$ cat src/rtl/pipeline_sequencer.sv
// Run/halt/single-step controller and load-use/branch hazard sequencer for the
// five-stage pipeline, with saturating cycle, stall and flush counters.
module pipeline_sequencer #(
  parameter int unsigned CNT_W = 16
) (
  input  logic             clk,
  input  logic             rst_n,
  input  logic             run_req,
  input  logic             halt_req,
  input  logic             step_req,
  input  logic             clear_cnt,
  input  logic             memread_ex,
  input  logic [4:0]       rt_ex,
  input  logic [4:0]       rs_id,
  input  logic [4:0]       rt_id,
  input  logic             branch_taken_mem,
  output logic             pipe_en,
  output logic             pc_write,
  output logic             if_id_write,
  output logic             id_ex_bubble,
  output logic             flush_if_id,
  output logic             flush_id_ex,
  output logic             flush_ex_mem,
  output logic [1:0]       state,
  output logic [CNT_W-1:0] cycle_cnt,
  output logic [CNT_W-1:0] stall_cnt,
  output logic [CNT_W-1:0] flush_cnt
);

  typedef enum logic [1:0] {
    StHalt = 2'b00,
    StRun  = 2'b01,
    StStep = 2'b10
  } state_e;

  state_e state_q, state_d;

  logic load_use;
  logic stall_ev;
  logic flush_ev;

  localparam logic [CNT_W-1:0] CntMax = '1;

  always_ff @(posedge clk or negedge rst_n) begin
    if (!rst_n) begin
      state_q <= StHalt;
    end else begin
      state_q <= state_d;
    end
  end

  always_comb begin
    state_d = state_q;
    unique case (state_q)
      StHalt: begin
        if (halt_req)      state_d = StHalt;
        else if (run_req)  state_d = StRun;
        else if (step_req) state_d = StStep;
      end
      StRun:   if (halt_req) state_d = StHalt;
      StStep:  state_d = StHalt;
      default: state_d = StHalt;
    endcase
  end

  assign load_use = memread_ex && (rt_ex != 5'd0) && ((rt_ex == rs_id) || (rt_ex == rt_id));

  always_comb begin
    pipe_en      = (state_q == StRun) || (state_q == StStep);
    pc_write     = 1'b0;
    if_id_write  = 1'b0;
    id_ex_bubble = 1'b0;
    flush_if_id  = 1'b0;
    flush_id_ex  = 1'b0;
    flush_ex_mem = 1'b0;
    if (pipe_en) begin
      // A taken branch discards the stalled instruction, so it beats load-use.
      if (branch_taken_mem) begin
        pc_write     = 1'b1;
        if_id_write  = 1'b1;
        flush_if_id  = 1'b1;
        flush_id_ex  = 1'b1;
        flush_ex_mem = 1'b1;
      end else if (load_use) begin
        id_ex_bubble = 1'b1;
      end else begin
        pc_write    = 1'b1;
        if_id_write = 1'b1;
      end
    end
  end

  assign stall_ev = pipe_en && !branch_taken_mem && load_use;
  assign flush_ev = pipe_en && branch_taken_mem;
  assign state    = state_q;

  always_ff @(posedge clk or negedge rst_n) begin
    if (!rst_n) begin
      cycle_cnt <= '0;
      stall_cnt <= '0;
      flush_cnt <= '0;
    end else if (clear_cnt) begin
      cycle_cnt <= '0;
      stall_cnt <= '0;
      flush_cnt <= '0;
    end else begin
      if (pipe_en && (cycle_cnt != CntMax)) cycle_cnt <= cycle_cnt + 1'b1;
      if (stall_ev && (stall_cnt != CntMax)) stall_cnt <= stall_cnt + 1'b1;
      if (flush_ev && (flush_cnt != CntMax)) flush_cnt <= flush_cnt + 1'b1;
    end
  end

endmodule

$ cat config.mk
export PLATFORM = sky130hd
export DESIGN_NAME = pipeline_sequencer
export DESIGN_NICKNAME = d
export VERILOG_FILES = /design/src/rtl/pipeline_sequencer.sv
export SDC_FILE = /design/constraint.sdc
export NUM_CORES = 1
export LEC_CHECK = 0
export CAP_MARGIN = 20
export CORE_MARGIN = 3
export CORE_UTILIZATION = 35
export DETAILED_ROUTE_END_ITERATION = 10
export GPL_TIMING_DRIVEN = 0
export PLACE_DENSITY = 0.72
export SYNTH_ARGS = -nofsm -noshare
export SYNTH_HDL_FRONTEND = slang
export SYNTH_SLANG_ARGS = --single-unit
$ cat constraint.sdc
create_clock -name clk -period 2.8 [get_ports clk]
set_input_delay 0.7 -clock clk [delete_from_list [all_inputs] [get_ports clk]]
set_output_delay 0.7 -clock clk [all_outputs]
set_load 0.05 [all_outputs]
==> flow_summary.toml <==
[worst_setup_path]
endpoint_kind = "output pin"
start_kind = "primary input"
path_class = "in2out"
r2r-end = "flush_cnt[13]$_DFFE_PN0P_"
worstPathMaxFanout = 4
critical_path_arrival_ps = 2070
cp-startpoint = "branch_taken_mem"
worstPathRequired_ps = 2100
reg2reg_from = "state[0]$_DFFE_PN0P_"
reg2reg_depth = 8
cp-endpoint = "pc_write"
rrSetupSlack_ps = 550

[layout]
nNetsFinal = 452
diodes = 0
instances_no_fill = 530
finish.instance_area_um2 = 4086
drive_gt1_share_pct = 12.94
fin_util_pct = 49.24
area_growth_pct = 35.13

[place]
dpl_cell_area_um2 = 3980
hpwl_mm = 5.667
place_inst = 518
port_buffers = 79
place.gp.congestion = 0.8859

[cts]
cts_buffer_depth = 2
ctsHoldBuffers = 0
numCtsBuffers = 5
numClockSinks = 50
htreeDepth = 2
root_buffer = "clkbuf_8"
cts_tree = "built"
clk_pin_slew_ps = 100
insertion_delay_ps = 300

[run_status]
status = "finished clean"

[global_routing]
grt_pass1_wl_mm = 12.90
track_usage_pct = 15.66
antenna_found_initial = 0
grt_overflow = 0
grt_max_degree = 38
grt_pass1_vias = 2719

[worst_hold_path]
hp-class = "in2async"

[drt]
vias_per_cell = 5.342
drc_errors = 0
drtAntennaViolNets = 0
routedWlPerCell_um = 14.63
detail_route.first_pass.iterations = 4
totalWireLength_mm = 7.754
vias = 2831
first_iter_violations = 176

[logic_synthesis]
async_flop_share_pct = 100.0
synthFlopType = "dfrtp_1"
synthCells = 333
synth_top_area_share_pct = 41.37
synth_top_cell_by_area = "dfrtp_1"
synth_area_um2 = 3024
synth_edf_count = 0
synth-seq-cells = 50
synth.avg_cell_area_um2 = 9.082
syn_nets = 361
synth_area_leaders = "dfrtp_1 41%, xor2_1 7.5%, nor2_1 6.3%, nand4_1 3.7%, mux2_2 3.0%"
yosys_warnings = 0
ys_seq_area_share_pct = 41.37
ys_types = 48

[timing]
max_clock_freq_mhz = 361.3
slew_headroom_pct = 59.25
timing_hold_violations_final = 0
post-route-min-period_ps = 2768
skew_ps = 8.807
rsz0062_at_grt = "yes"
finalSetupViolations = 0
slew_viol_final = 0
tightestPinTransition_ps = 611.3
finalCritPeriodShare_pct = 98.85
fin_setup_tns_ps = 0

[floorplanning]
boundaryPins = 80
die-area_um2 = 9792
core-area_um2 = 8299
chipHeight_um = 98.96
die_w_um = 98.96
initial_core_util_pct = 36.44
rows = 33

[power]
power.density_nw_per_um2 = 371.2
p_leak_uw = 0.001619
ir_drop_mv = 0.1939
design_power_total_uw = 1517

[flow_run]
maxCapViolCount = 0
==> how the worst min path moves through the flow <==
stage / startpoint / end / depth (start not counted)
final: rst_n / stall_cnt[6]$_DFFE_PN0P_ / 1
after global routing: rst_n / stall_cnt[6]$_DFFE_PN0P_ / 1
after CTS: rst_n / stall_cnt[6]$_DFFE_PN0P_ / 1
after detailed placement: flush_cnt[14]$_DFFE_PN0P_ / flush_cnt[14]$_DFFE_PN0P_ / 2
after global placement: flush_cnt[14]$_DFFE_PN0P_ / flush_cnt[14]$_DFFE_PN0P_ / 2
after floorplan: rst_n / cycle_cnt[0]$_DFFE_PN0P_ / 0
==> critical path: stages <==
cell and delay [ps]:
clkdlybuf4s50_1 470, nand2b_1 210, a21oi_4 200, nand2b_4 60, and2_4 150, buf_4 130
buf_8 140
==> cells in the mapped netlist, types with 2 or more instances <==
cell type,n
nor4b_1,2
nor3_2,2
and3_1,5
xor2_1,26
or4b_1,2
nand3_1,17
o211ai_1,2
xnor2_1,8
nor2b_1,8
o31ai_1,5
and4_1,6
nor2_1,51
nor3_1,10
buf_4,5
o21ai_0,7
and2_1,2
mux2_2,8
dfrtp_1,50
nand4b_1,2
or3_1,4
or4_1,6
a211oi_1,2
nor4_1,5
nor3b_1,2
a21oi_1,14
ha_1,5
clkbuf_1,8
mux2i_1,4
nand4_1,18
nand2b_1,4
inv_1,7
nand2_1,19
o41ai_1,2
==> cell usage in the layout, fill, tap and decap left out, types with 3 or more instances in the layout <==
master,Yosys,routed
a21oi_1,14,14
and3_1,5,5
and4_1,6,6
buf_2,1,5
buf_4,5,11
clkbuf_1,8,7
clkbuf_8,0,5
clkdlybuf4s50_1,0,57
clkinvlp_4,0,3
dfrtp_1,50,48
dlygate4sd2_1,0,11
ha_1,5,4
inv_1,7,6
mux2_2,8,8
mux2i_1,4,4
nand2_1,19,18
nand2b_1,4,3
nand3_1,17,17
nand4_1,18,18
nor2_1,51,50
nor2b_1,8,8
nor3_1,10,10
nor4_1,5,5
o21ai_0,7,7
o31ai_1,5,5
or3_1,4,4
or4_1,6,6
xnor2_1,8,8
xor2_1,26,26
==> metrics by stage <==
| stage | setup WS [ps] | hold WS (ps) |
|---|---|---|
| final | 32.19 | 294.3 |
| after global routing | -24.74 | 326.7 |
| after CTS | -17.11 | 306.3 |
| after detailed placement | -1305 | 577.1 |
| after global placement | -1303 | 554.8 |
| after floorplan | -50.03 | 404.4 |
==> state kept, by name, summed over array words and instances, names as in the netlist <==
| name | cells |
|---|---|
| cycle_cnt | 16 |
| flush_cnt | 16 |
| stall_cnt | 16 |
| state | 2 |
==> metal layers <==
layer,GRT usage [%],wire (µm)
met1,21.70,3551
met2,24.85,3611
met3,3.609,546
met4,3.782,44
met5,0,0
==> where the power goes <==
part           internal (µW)  switching [µW]
logic                    127             220
clock network            177             247
registers                733            13.2
total                   1040             481
==> repair_timing <==
| action | CTS | global route |
|---|---|---|
| gates resized for setup | 58 | 8 |
| setup endpoints to repair | 6 | 6 |
| pin swaps | 5 | 3 |
| hold endpoints to repair | 0 | 0 |
| buffers inserted | 3 | 2 |
==> area by class of cell <==
class	count	area [µm²]
clock inverter	2	15.01
tap	105	131.4
fill	759	4213
buffer	15	87.58
clock buffer	6	72.57
multi-input combinational	260	1689
timing repair buffer	85	807.0
sequential	50	1254
inverter	7	30.03
==> logic make-up (layout without fill, tap and decap cells) <==
family | Yosys count | after routing | synth area share (%)
flip-flops | 50 | 50 | 41.37
AND/OR/NAND/NOR | 167 | 167 | 29.62
AO/OA/AOI/OAI | 42 | 42 | 9.020
buffers and inverters | 23 | 115 | 3.765
XOR/XNOR | 34 | 34 | 9.847
adder cells (fa/ha/maj) | 5 | 5 | 2.069
multiplexers | 12 | 12 | 4.303
(Power assumes the default switching activity.)
